--- src/rtl/booth_encoder_unit_pkg.sv ---
// Shared contract between the radix-8 Booth front end and the selector array:
// default widths, select-word layout and the select types.
package r8_mbe_pkg;

    localparam int XW    = 24;
    localparam int YW    = 24;
    localparam int PPW   = XW + 3;
    localparam int NPP   = (YW + 3) / 3;

    localparam int SEL_W   = 5;
    localparam int SEL_NEG = 4;
    localparam int SEL_4   = 3;
    localparam int SEL_3   = 2;
    localparam int SEL_2   = 1;
    localparam int SEL_1   = 0;

    typedef logic [SEL_W-1:0] sel_t;
    typedef sel_t [NPP-1:0]   sel_vec_t;

endpackage

--- src/rtl/booth_encoder_unit_if.sv ---
// Operand/result bus of the Booth front end, with flush carried alongside.
interface booth_encoder_unit_if
    import r8_mbe_pkg::sel_t;
#(
    parameter int XW = r8_mbe_pkg::XW,
    parameter int YW = r8_mbe_pkg::YW
);
    localparam int PPW = XW + 3;
    localparam int NPP = (YW + 3) / 3;

    // A transfer happens on a clock edge where valid & ready are both high;
    // valid/data never depend on ready, ready may depend on the far side's ready.
    logic             flush;
    logic             in_valid;
    logic             in_ready;
    logic [XW-1:0]    x_in;
    logic [YW-1:0]    y_in;
    logic             out_valid;
    logic             out_ready;
    logic [PPW-1:0]   x_1;
    logic [PPW-1:0]   x_2;
    logic [PPW-1:0]   x_3;
    logic [PPW-1:0]   x_4;
    sel_t [NPP-1:0]   beu_sel;

    modport master (
        output flush, in_valid, x_in, y_in, out_ready,
        input  in_ready, out_valid, x_1, x_2, x_3, x_4, beu_sel
    );

    modport slave (
        input  flush, in_valid, x_in, y_in, out_ready,
        output in_ready, out_valid, x_1, x_2, x_3, x_4, beu_sel
    );

endinterface

--- src/rtl/booth_encoder_unit_booth_encoder.sv ---
// One radix-8 Booth digit: window {y[3i+2], y[3i+1], y[3i], y[3i-1]} to a
// sign plus one-hot magnitude select word.
module booth_encoder
    import r8_mbe_pkg::*;
(
    input  logic [3:0] win,
    output sel_t       sel
);

    always_comb begin
        sel = '0;
        case (win)
            4'b0001, 4'b0010: sel[SEL_1] = 1'b1;
            4'b0011, 4'b0100: sel[SEL_2] = 1'b1;
            4'b0101, 4'b0110: sel[SEL_3] = 1'b1;
            4'b0111:          sel[SEL_4] = 1'b1;
            4'b1000: begin
                sel[SEL_NEG] = 1'b1;
                sel[SEL_4]   = 1'b1;
            end
            4'b1001, 4'b1010: begin
                sel[SEL_NEG] = 1'b1;
                sel[SEL_3]   = 1'b1;
            end
            4'b1011, 4'b1100: begin
                sel[SEL_NEG] = 1'b1;
                sel[SEL_2]   = 1'b1;
            end
            4'b1101, 4'b1110: begin
                sel[SEL_NEG] = 1'b1;
                sel[SEL_1]   = 1'b1;
            end
            // 0000 and 1111 are both zero digits and stay positive
            default: sel = '0;
        endcase
    end

endmodule

--- src/rtl/booth_encoder_unit.sv ---
// Two-stage front end of the R8 MBE multiplier: S1 holds X and the Booth
// selects, S2 holds the 1X..4X multiples (3X adder sits between the stages).
module booth_encoder_unit
    import r8_mbe_pkg::sel_t;
#(
    parameter int XW = r8_mbe_pkg::XW,
    parameter int YW = r8_mbe_pkg::YW
)
(
    input  logic clk,
    input  logic rst_n,
    booth_encoder_unit_if.slave bus
);

    localparam int PPW  = XW + 3;
    localparam int NPP  = (YW + 3) / 3;
    localparam int EXTW = 3 * NPP + 1;

    logic           s1_valid;
    logic           s2_valid;
    logic           s2_load;
    logic           s1_advance;
    logic           in_fire;
    logic [XW-1:0]  s1_x;
    sel_t [NPP-1:0] enc_sel;
    sel_t [NPP-1:0] s1_sel;
    sel_t [NPP-1:0] s2_sel;
    logic [PPW-1:0] x1_c, x2_c, x3_c, x4_c;
    logic [PPW-1:0] s2_x1, s2_x2, s2_x3, s2_x4;
    logic [EXTW-1:0] y_ext;

    assign s2_load     = !s2_valid | bus.out_ready;
    assign s1_advance  = s1_valid & s2_load;
    assign bus.in_ready = !s1_valid | s1_advance;
    assign in_fire     = bus.in_valid & bus.in_ready;

    // Bit 0 is the implicit y[-1]; upper pad makes the top digit non-negative
    assign y_ext = {{(EXTW-YW-1){1'b0}}, bus.y_in, 1'b0};

    for (genvar i = 0; i < NPP; i++) begin : g_enc
        booth_encoder u_enc (
            .win (y_ext[3*i +: 4]),
            .sel (enc_sel[i])
        );
    end

    assign x1_c = PPW'(s1_x);
    assign x2_c = x1_c << 1;
    assign x3_c = x1_c + x2_c;
    assign x4_c = x1_c << 2;

    always_ff @(posedge clk or negedge rst_n) begin
        if (!rst_n) begin
            s1_valid <= 1'b0;
            s2_valid <= 1'b0;
        end else if (bus.flush) begin
            s1_valid <= 1'b0;
            s2_valid <= 1'b0;
        end else begin
            if (bus.in_ready) s1_valid <= bus.in_valid;
            if (s2_load)      s2_valid <= s1_valid;
        end
    end

    // Data registers ignore flush; stale contents are masked by the valid bits
    always_ff @(posedge clk or negedge rst_n) begin
        if (!rst_n) begin
            s1_x   <= '0;
            s1_sel <= '0;
            s2_x1  <= '0;
            s2_x2  <= '0;
            s2_x3  <= '0;
            s2_x4  <= '0;
            s2_sel <= '0;
        end else begin
            if (in_fire) begin
                s1_x   <= bus.x_in;
                s1_sel <= enc_sel;
            end
            if (s1_advance) begin
                s2_x1  <= x1_c;
                s2_x2  <= x2_c;
                s2_x3  <= x3_c;
                s2_x4  <= x4_c;
                s2_sel <= s1_sel;
            end
        end
    end

    assign bus.out_valid = s2_valid;
    assign bus.x_1       = s2_x1;
    assign bus.x_2       = s2_x2;
    assign bus.x_3       = s2_x3;
    assign bus.x_4       = s2_x4;
    assign bus.beu_sel   = s2_sel;

endmodule

--- src/flat_wrapper.sv ---
// flat-port wrapper written by rule: the top's interface ports become plain ports
module booth_encoder_unit_flat import r8_mbe_pkg::sel_t;
#(
    parameter int XW = r8_mbe_pkg::XW,
    parameter int YW = r8_mbe_pkg::YW
)
  (clk, rst_n, bus_flush, bus_in_valid, bus_x_in, bus_y_in, bus_out_ready, bus_in_ready, bus_out_valid, bus_x_1, bus_x_2, bus_x_3, bus_x_4, bus_beu_sel);
  booth_encoder_unit_if #(.XW(XW), .YW(YW)) bus_i ();
  input  logic clk;
  input  logic rst_n;
  input wire logic [$bits(bus_i.flush)-1:0] bus_flush;
  input wire logic [$bits(bus_i.in_valid)-1:0] bus_in_valid;
  input wire logic [$bits(bus_i.x_in)-1:0] bus_x_in;
  input wire logic [$bits(bus_i.y_in)-1:0] bus_y_in;
  input wire logic [$bits(bus_i.out_ready)-1:0] bus_out_ready;
  output wire logic [$bits(bus_i.in_ready)-1:0] bus_in_ready;
  output wire logic [$bits(bus_i.out_valid)-1:0] bus_out_valid;
  output wire logic [$bits(bus_i.x_1)-1:0] bus_x_1;
  output wire logic [$bits(bus_i.x_2)-1:0] bus_x_2;
  output wire logic [$bits(bus_i.x_3)-1:0] bus_x_3;
  output wire logic [$bits(bus_i.x_4)-1:0] bus_x_4;
  output wire logic [$bits(bus_i.beu_sel)-1:0] bus_beu_sel;
  assign bus_i.flush = bus_flush;
  assign bus_i.in_valid = bus_in_valid;
  assign bus_i.x_in = bus_x_in;
  assign bus_i.y_in = bus_y_in;
  assign bus_i.out_ready = bus_out_ready;
  assign bus_in_ready = bus_i.in_ready;
  assign bus_out_valid = bus_i.out_valid;
  assign bus_x_1 = bus_i.x_1;
  assign bus_x_2 = bus_i.x_2;
  assign bus_x_3 = bus_i.x_3;
  assign bus_x_4 = bus_i.x_4;
  assign bus_beu_sel = bus_i.beu_sel;
  booth_encoder_unit #(.XW(XW), .YW(YW)) u_core (.clk(clk), .rst_n(rst_n), .bus(bus_i));
endmodule
--- config.mk ---
export PLATFORM = sky130hd
export DESIGN_NAME = booth_encoder_unit_flat
export DESIGN_NICKNAME = d
export VERILOG_FILES = /design/src/rtl/booth_encoder_unit_pkg.sv /design/src/rtl/booth_encoder_unit_if.sv /design/src/rtl/booth_encoder_unit_booth_encoder.sv /design/src/rtl/booth_encoder_unit.sv /design/src/flat_wrapper.sv
export SDC_FILE = /design/constraint.sdc
export NUM_CORES = 1
export LEC_CHECK = 0
export ABC_AREA = 0
export CORE_ASPECT_RATIO = 1.2
export CORE_MARGIN = 3
export CORE_UTILIZATION = 44
export DETAILED_ROUTE_END_ITERATION = 10
export PLACE_DENSITY = 0.76
export SLEW_MARGIN = 30
export SYNTH_ARGS = -nofsm -noshare
export SYNTH_HDL_FRONTEND = slang
export SYNTH_SLANG_ARGS = --single-unit
--- constraint.sdc ---
create_clock -name clk -period 2.2 [get_ports clk]
set_input_delay 0.44 -clock clk [delete_from_list [all_inputs] [get_ports clk]]
set_output_delay 0.44 -clock clk [all_outputs]
set_load 0.05 [all_outputs]
[Yosys cells after proc, flatten, opt, wreduce, memory -nomap -nowiden]
Index checks and enable logic that the tools add are counted.
Word-level totals
  output and inout bits: 155
  word-level logic and storage cells: 221
  bits of input ports: 53
  register bits after elaboration: 159
Cells by class
  $add $sub $neg: 1
  eq/ne operators: 105
  bitwise operators: 4
  multiplexer cells: 45
  reduce and logical (&&, ||, !) cells: 43
Operators by type and width (count)
  $eq A4 B4 Y1 const B: 49
  $eq A4 B3 Y1 const B: 28
  $reduce_or A4 Y1: 22
  $eq A4 B2 Y1 const B: 14
  $reduce_or A7 Y1: 7
  $mux W1: 45
  $eq A4 B1 Y1 const B: 7
  $add A24 B25 Y26: 1
  $reduce_or A2 Y1: 10
  $eq A3 B3 Y1 const B: 4
  $eq A3 B2 Y1 const B: 2
  $reduce_bool A2 Y1: 2
  $eq A3 B1 Y1 const B: 1
  $and A1 B1 Y1: 2
  $logic_not A1 Y1: 2
  $or A1 B1 Y1: 2

[Depth between registers and ports, before layout]
Gate-level depths: netlist of the first run.
  depth in word-level cells: 6
  gate-level depth with buffers: 9
  depth with buffers taken out: 9

[By module]
A second synthesis of the first run with hierarchy kept.
Unflattened totals
  cells, all modules: 862
  area, all modules: 8454.4 um^2
Modules (own cells, without submodules)
  booth_encoder_unit: cells an instance 763, seq. area each 4129.0 um^2, instances 1, area each 7823.8 um^2
  booth_encoder: cells an instance 11, seq. area each 0.0 um^2, instances 9, area each 70.1 um^2

[Least setup slack after synthesis of the first run]
No wires, ideal clock.
  path kind: reg-to-reg
  start point: reg u_core.s2_valid, in the netlist u_core.bus.out_valid
  end point: reg u_core.s1_x[12]
  cell stages (with the launch flop): 7
  clock period less this slack: 2.394 ns
  setup time: 0.125 ns
  required time: 2.075 ns
  data arrival time: 2.270 ns
  setup slack: -0.194 ns
  path buffers: 2
  cell sequence: dfrtp_1 nor2b_1 nand2_1 nand2_1 buf_2 buf_2 mux2_2
Between the ends
  cells in the longest elaborated chain, start to end: 5
RTL lines
  from (decl): line booth_encoder_unit.sv:20  | logic s2_valid;
  from (signal assigned): line booth_encoder_unit.sv:61  | if (s2_load) s2_valid <= s1_valid;
  $logic_not A1 Y1: line booth_encoder_unit.sv:32  | assign s2_load = !s2_valid | bus.out_ready;
  $or A1 B1 Y1: line booth_encoder_unit.sv:32
  $and A1 B1 Y1: line booth_encoder_unit.sv:33  | assign s1_advance = s1_valid & s2_load;
  $or A1 B1 Y1: line booth_encoder_unit.sv:34  | assign bus.in_ready = !s1_valid | s1_advance;
  via bus_in_ready: line flat_wrapper.sv:16  | output wire logic [$bits(bus_i.in_ready)-1:0] bus_in_ready;
  $and A1 B1 Y1: line booth_encoder_unit.sv:35  | assign in_fire = bus.in_valid & bus.in_ready;
  to (signal assigned): line booth_encoder_unit.sv:77  | s1_x <= bus.x_in;
  to (decl): line booth_encoder_unit.sv:24  | logic [XW-1:0] s1_x;
The timed path passes the listed nets, and every way through them passes these cells.
A chain may end at the register's enable or synchronous reset.

[Worst setup path after layout of the first run]
  start point: reg u_core.s1_x[1]
  end point: reg u_core.s2_x3[19], in the netlist u_core.bus.x_3[19]
Between the ends
  cells in the longest elaborated chain, start to end: 1
RTL lines
  $add A24 B25 Y26: line booth_encoder_unit.sv:49  | assign x3_c = x1_c + x2_c;
  to (signal assigned): line booth_encoder_unit.sv:72  | s2_x3 <= '0;
  to (signal assigned): line booth_encoder_unit.sv:83  | s2_x3 <= x3_c;
  to (decl): line booth_encoder_unit.sv:29  | logic [PPW-1:0] s2_x1, s2_x2, s2_x3, s2_x4;
Every way passes these cells.

==> out/qor.txt, run 1 <==
Yosys Warn Count - 0
Wire length of the first global-routing pass - 31.0 mm
Crit-path max FO - 4
Dominant synthesized flop cell - sky130_fd_sc_hd__dfrtp_1
Slew Limit Fails - 0
Total via count in the routed design - 6411
Unrepaired setup endpoints after global routing - yes
DR vias/cell - 5.05
Failing checks - setup timing
Overall global routing resource usage - 19.5%
Most common cell after layout, fill and taps aside - sky130_fd_sc_hd__nand2_1
Startpoint of the worst register-to-register path - u_core.s1_x[1]
Final Skew - 0.00712 ns
Cells after synthesis - 866
Antenna violations before repair - 1
Clock tree from TritonCTS - yes
Final worst-path setup slack - -0.102 ns
Detailed Place HPWL - 13.6 mm
Post-route fraction of the period consumed by the critical path - 105%
Arr. time, crit path - 2.60 ns
Worst-path clk slew - 0.06 ns
Effective utilization at floorplan - 45.8%
IO buf count - 193
Average cell area after synthesis - 9.07 um2
Die extent in x - 128 um
Number of enable-type register cells in the synthesized netlist - 0
Start point of the critical path - u_core.s1_x[1]
Total clock buffers created by CTS - 17
Kind of path behind the tightest hold check - input port to asynchronous set/reset pin
Area of the die - 19500 um2
Detailed-router iteration count before antenna repair - 4
Relative max-transition margin - 63.4%
Site row count - 52
Max cap viols - 0
Diodes inserted - 0
Master cell of the clock root buffer - sky130_fd_sc_hd__clkbuf_16
Area Overhead vs Synth - 36.5%
Tightest Pin Transition - 0.547 ns
Drt initial violations - 441
Result of the run - finished with violations
Via count of the first global-routing pass - 6378
Htree depth - 4
Fmax achieved - 0.434 GHz
Layout cell share with drive strength beyond 1 - 13.0%
Routed WL per cell - 14.9 um
Clock insertion delay at the later pin of the skew report - 0.42 ns
Cell type with the largest total area after synthesis - sky130_fd_sc_hd__dfrtp_1
Sequential fraction of the synthesis area - 50.0%
Net count reported at finish - 1120
Routability congestion estimate from global placement - 0.884
Final design instance area without fill - 10700 um2
Post-synthesis async set-or-reset flop share - 100%
Final Hold Viols - 0
Pin count of the biggest net entering global routing - 54
Required time of the critical path - 2.50 ns
Max IR drop VDD - 0.501 mV
Capturing element type of the critical path - flop
Startpoint kind of the worst setup timing path - flop
Longest Clk Path Bufs - 2
Clk sink count - 157
Type of the worst setup path - flop to flop
Top cell type's share of synthesized area - 50.0%
Flop and latch count out of synthesis - 157
Final min period - 2.30 ns
Worst hold slack - 0.465 ns
Synth Cell Area - 7860 um2
Cell variety after synth - 46
I/O pin cnt - 208
Count of antenna-violating nets left after detailed routing - 0
PD cells - 1060 nW/um2
Ranking of synthesized cells by area - sky130_fd_sc_hd__dfrtp_1 (50%), sky130_fd_sc_hd__nand2_1 (14%), sky130_fd_sc_hd__buf_4 (6.0%), sky130_fd_sc_hd__ha_1 (4.0%), sky130_fd_sc_hd__mux2_2 (3.9%)
Core Box Area - 17200 um2
Final count of negative-setup-slack endpoints - 5
Most frequent cells in the layout - sky130_fd_sc_hd__nand2_1 (287), sky130_fd_sc_hd__clkdlybuf4s50_1 (189), sky130_fd_sc_hd__dfrtp_1 (153)
Total gr overflow - 0
Static power due to leakage - 4.97 nW
DIE HEIGHT - 152 um
Post-detailed-routing wire length - 18.9 mm
Post-detailed-placement cell area - 9930 um2
DR DRC count - 0
==> cells by family (layout without fill, tap and decap cells) <==
logic type                 after synthesis  count (layout)  synth area share (%)
and+or+nand+nor                        368             368                  18.9
DFF                                    157             157                  50.0
AOI/OAI and AO/OA                      141             141                  10.7
buffers and inverters                  112             287                  8.42
xor gates and xnor gates                33              33                  3.68
muxes                                   28              28                  4.00
adders and majority gates               26              26                  4.24
other                                    1              14                0.0477
==> synthesized netlist by cell type (2+ instances only) <==
cell type,n
sky130_fd_sc_hd__nand4_1,6
sky130_fd_sc_hd__clkbuf_1,27
sky130_fd_sc_hd__dfrtp_1,157
sky130_fd_sc_hd__and3_1,3
sky130_fd_sc_hd__nand2_1,289
sky130_fd_sc_hd__nand3_1,13
sky130_fd_sc_hd__nor2b_1,2
sky130_fd_sc_hd__o211ai_1,3
sky130_fd_sc_hd__o21bai_1,2
sky130_fd_sc_hd__a21o_1,8
sky130_fd_sc_hd__a211o_1,2
sky130_fd_sc_hd__mux2_2,27
sky130_fd_sc_hd__o21ai_0,45
sky130_fd_sc_hd__nor3_1,5
sky130_fd_sc_hd__buf_4,63
sky130_fd_sc_hd__o21ai_1,17
sky130_fd_sc_hd__a21oi_1,32
sky130_fd_sc_hd__inv_1,11
sky130_fd_sc_hd__xnor2_1,25
sky130_fd_sc_hd__nor2_1,33
sky130_fd_sc_hd__and2_1,3
sky130_fd_sc_hd__ha_1,25
sky130_fd_sc_hd__nand2b_1,10
sky130_fd_sc_hd__buf_1,7
sky130_fd_sc_hd__a31oi_1,8
sky130_fd_sc_hd__xor2_1,8
sky130_fd_sc_hd__buf_2,4
sky130_fd_sc_hd__o31ai_1,12
sky130_fd_sc_hd__a211oi_1,2
==> power breakdown <==
part	internal [mW]	switching [mW]	leakage, nW	total, mW
Clock	1.79	1.22	0.286	3.01
Sequential	3.36	0.351	1.98	3.71
Combinational	1.67	3.02	2.71	4.69
==> state kept, by name, indices dropped and copies added, names as in the netlist <==
register,flops
u_core.s1_sel,41
u_core.bus.out_valid,1
u_core.s1_x,24
u_core.s1_valid,1
u_core.bus.x_2,24
u_core.bus.beu_sel,41
u_core.bus.x_3,25
==> metal layers <==
| metal | share of wire [%] | track usage, % |
|---|---|---|
| met5 | 0.069 | 0 |
| met4 | 1.8 | 5.61 |
| met3 | 5.3 | 5.12 |
| met2 | 52 | 35.0 |
| met1 | 40 | 22.7 |
==> stage by stage <==
stage	total power, mW	TNS, ns	worst slack [ns]	cells	util, %
6_report	11.4	-0.288	-0.102	1270	62.4
2_1_floorplan	6.89	-0.00636	-0.00636	879	-
4_1_cts	11.4	-0.103	-0.0431	1266	61.8
3_3_place_gp	8.27	-0.0975	-0.0713	1229	57.8
3_5_place_dp	8.33	-0.312	-0.116	1229	57.8
5_1_grt	11.9	-1.12	-0.224	1270	62.4
==> critical path: stages, from the launching register on <==
cell and delay [ns]:
sky130_fd_sc_hd__dfrtp_1 0.41, sky130_fd_sc_hd__ha_2 0.21, sky130_fd_sc_hd__fa_2 0.37, sky130_fd_sc_hd__a211oi_4 0.24, sky130_fd_sc_hd__nor3b_2 0.11, sky130_fd_sc_hd__o21ai_2 0.26, sky130_fd_sc_hd__o31ai_4 0.10, sky130_fd_sc_hd__a31oi_1 0.23
sky130_fd_sc_hd__xor2_1 0.17, sky130_fd_sc_hd__o21ai_1 0.07
==> area by class of cell <==
class / count / area (um2)
clock buffers: 19 / 433
clock inverters: 13 / 165
repair buffers: 244 / 2420
well taps: 216 / 270
inverters: 11 / 41.3
multi-input cells: 610 / 3460
fillers: 1431 / 6450
flip-flops and latches: 157 / 3930
==> path summary, 6_finish.rpt <==
check                                    endpoint  slack (ns)  cells past startpoint
min reg2reg                 u_core.bus.beu_sel[2]        0.47                      2
max in group asynchronous          u_core.s1_x[6]        1.00                      3
min in group clk            u_core.bus.beu_sel[2]        0.47                      2
min                        u_core.bus.beu_sel[26]        0.47                      2
max                            u_core.bus.x_3[19]       -0.10                      9
max reg2reg                    u_core.bus.x_3[19]       -0.10                      9
==> repair_timing <==
item,4_1_cts,5_1_grt
pin swaps,4,8
hold buffers,1,0
buffers inserted,4,4
resized for setup,5,18
setup endpoints to repair,7,17
endpoints found under the hold margin,28,0
Note: power is estimated with default switching activity, not from simulation.
==> inputs of run 2 (changes only) <==
Settings changed: MAX_ROUTING_LAYER from default to met4.
==> run 2 against run 1 <==
The flow still finishes with violations (setup timing). Highest routed layer is now met4. Register-to-register slack barely moved. Clock skew barely moved. Count of clock-buffer cells in the layout did not move. Non-clock buffer count did not move. Total power barely moved. Sequential power barely moved. Critical endpoint unchanged. Largest power group unchanged.
==> out/qor.txt, run 2 (synthesized netlist as in run 1, its figures left out) <==
Via count of the first global-routing pass - 6378
Final count of negative-setup-slack endpoints - 6
Net count reported at finish - 1120
Capturing element type of the critical path - flop
Slew Limit Fails - 0
Result of the run - finished with violations
Arr. time, crit path - 2.60 ns
Tightest Pin Transition - 0.549 ns
Final Skew - 0.00694 ns
DIE HEIGHT - 152 um
Area of the die - 19500 um2
Core Box Area - 17200 um2
Core utilization of the finished layout - 62.4%
Pin count of the biggest net entering global routing - 54
Post-route fraction of the period consumed by the critical path - 105%
Wire length of the first global-routing pass - 31.0 mm
Routability congestion estimate from global placement - 0.898
Startpoint kind of the worst setup timing path - flop
Antenna violations before repair - 1
Post-detailed-routing wire length - 19.0 mm
Kind of path behind the tightest hold check - input port to asynchronous set/reset pin
Power after layout - 11.4 mW
Most common cell after layout, fill and taps aside - sky130_fd_sc_hd__nand2_1
Master cell of the clock root buffer - sky130_fd_sc_hd__clkbuf_16
Area of the multi-input gates - 3460 um2
Non-Filler Instances - 1271
Required time of the critical path - 2.50 ns
Detailed Place HPWL - 13.6 mm
Type of the worst setup path - flop to flop
I/O pin cnt - 208
Fmax achieved - 0.435 GHz
Overall global routing resource usage - 20.1%
Failing checks - setup timing
Relative max-transition margin - 63.3%
Count of antenna-violating nets left after detailed routing - 0
Max IR drop VDD - 0.501 mV
Unrepaired setup endpoints after global routing - yes
Layout cell share with drive strength beyond 1 - 12.9%
DR DRC count - 0
Total clock buffers created by CTS - 17
Placed cells - 1229
Start point of the critical path - u_core.s1_x[12]
DR vias/cell - 5.06
Total via count in the routed design - 6432
Static power due to leakage - 4.98 nW
Clock tree from TritonCTS - yes
Startpoint of the worst register-to-register path - u_core.s1_x[12]
Final Hold Viols - 0
Die extent in x - 128 um
Longest Clk Path Bufs - 2
Clk sink count - 157
Setup_tns - -0.298 ns
Crit-path max FO - 5
Routed WL per cell - 14.9 um
Worst-path clk slew - 0.07 ns
Htree depth - 4
Site row count - 52
Area Overhead vs Synth - 36.5%
PD cells - 1060 nW/um2
Most frequent cells in the layout - sky130_fd_sc_hd__nand2_1 (287), sky130_fd_sc_hd__clkdlybuf4s50_1 (189), sky130_fd_sc_hd__dfrtp_1 (154)
Effective utilization at floorplan - 45.8%
Number of filler instances in the final layout - 1430
Clock insertion delay at the later pin of the skew report - 0.42 ns
Drt initial violations - 434
Final worst-path setup slack - -0.101 ns
Total gr overflow - 0
Detailed-router iteration count before antenna repair - 4
Max cap viols - 0
FF+latch area - 3930 um2
IO buf count - 193
Final min period - 2.30 ns
## run 2: cell count changes in the layout (fill, tap and decap cells not counted)
cell,change
sky130_fd_sc_hd__dfrtp_1,+1
sky130_fd_sc_hd__dfrtp_2,-1
sky130_fd_sc_hd__diode_2,+1
## run 2: critical path, cell delays in order (launching register included)
cell and delay (ns):
sky130_fd_sc_hd__dfrtp_1 0.42, sky130_fd_sc_hd__ha_1 0.30, sky130_fd_sc_hd__buf_4 0.16, sky130_fd_sc_hd__a21oi_1 0.22
sky130_fd_sc_hd__nor3_1 0.10, sky130_fd_sc_hd__nor3_1 0.36, sky130_fd_sc_hd__o31ai_4 0.15, sky130_fd_sc_hd__a31oi_1 0.22
sky130_fd_sc_hd__xor2_1 0.17, sky130_fd_sc_hd__o21ai_1 0.07
## run 2: where the power goes
part / total (mW) / internal (mW) / switching (mW)
sequential: 3.71 / 3.36 / 0.350
combinational: 4.70 / 1.67 / 3.02
clock: 3.01 / 1.79 / 1.22
total: 11.4 / 6.83 / 4.59
## run 2: through the flow
step | hold slack (ns) | worst slack [ns] | cell area [um2]
finish | 0.463 | -0.101 | 10700
global placement | 0.342 | -0.0713 | 9930
CTS | 0.451 | -0.0431 | 10600
global route | 0.466 | -0.224 | 10700
floorplan | 0.144 | -0.00636 | 7920
detailed placement | 0.344 | -0.116 | 9930
## run 2: path summary, 6_finish.rpt
| check | endpoint | depth (start not counted) | slack (ns) |
|---|---|---|---|
| min | u_core.bus.beu_sel[26] | 2 | 0.46 |
| max | u_core.bus.x_3[19] | 9 | -0.10 |
| min reg2reg | u_core.bus.beu_sel[2] | 2 | 0.47 |
| max reg2reg | u_core.bus.x_3[19] | 9 | -0.10 |
| min in group clk | u_core.bus.beu_sel[2] | 2 | 0.47 |
| max in group asynchronous | u_core.s1_x[6] | 3 | 1.00 |
## run 2: final cells by class
cell class / instances / share of cell area (%)
clock buffers: 19 / 4.04
well taps: 216 / 2.52
multi-input cells: 610 / 32.3
repair buffers: 244 / 22.6
flip-flops and latches: 157 / 36.7
clock inverters: 13 / 1.54
inverters: 11 / 0.385
diodes: 1 / 0.0233
## run 2: what timing repair did
action	4_1_cts	5_1_grt
gates resized for setup	5	17
endpoints found under the hold margin	28	0
buffers inserted	4	4
hold buffers	1	0
setup endpoints to repair	7	17
pin swaps	4	8
## run 2: metal layers
metal  track usage, %  share of wire [%]  vias up  routed length, um
li1                 -                  -     3149                  -
met1             23.0                 41     3063               7690
met2             35.0                 53      194               9970
met3             4.66                5.2       26                978
met4             5.61                1.7        0                318
met5                -                  0        -                  0
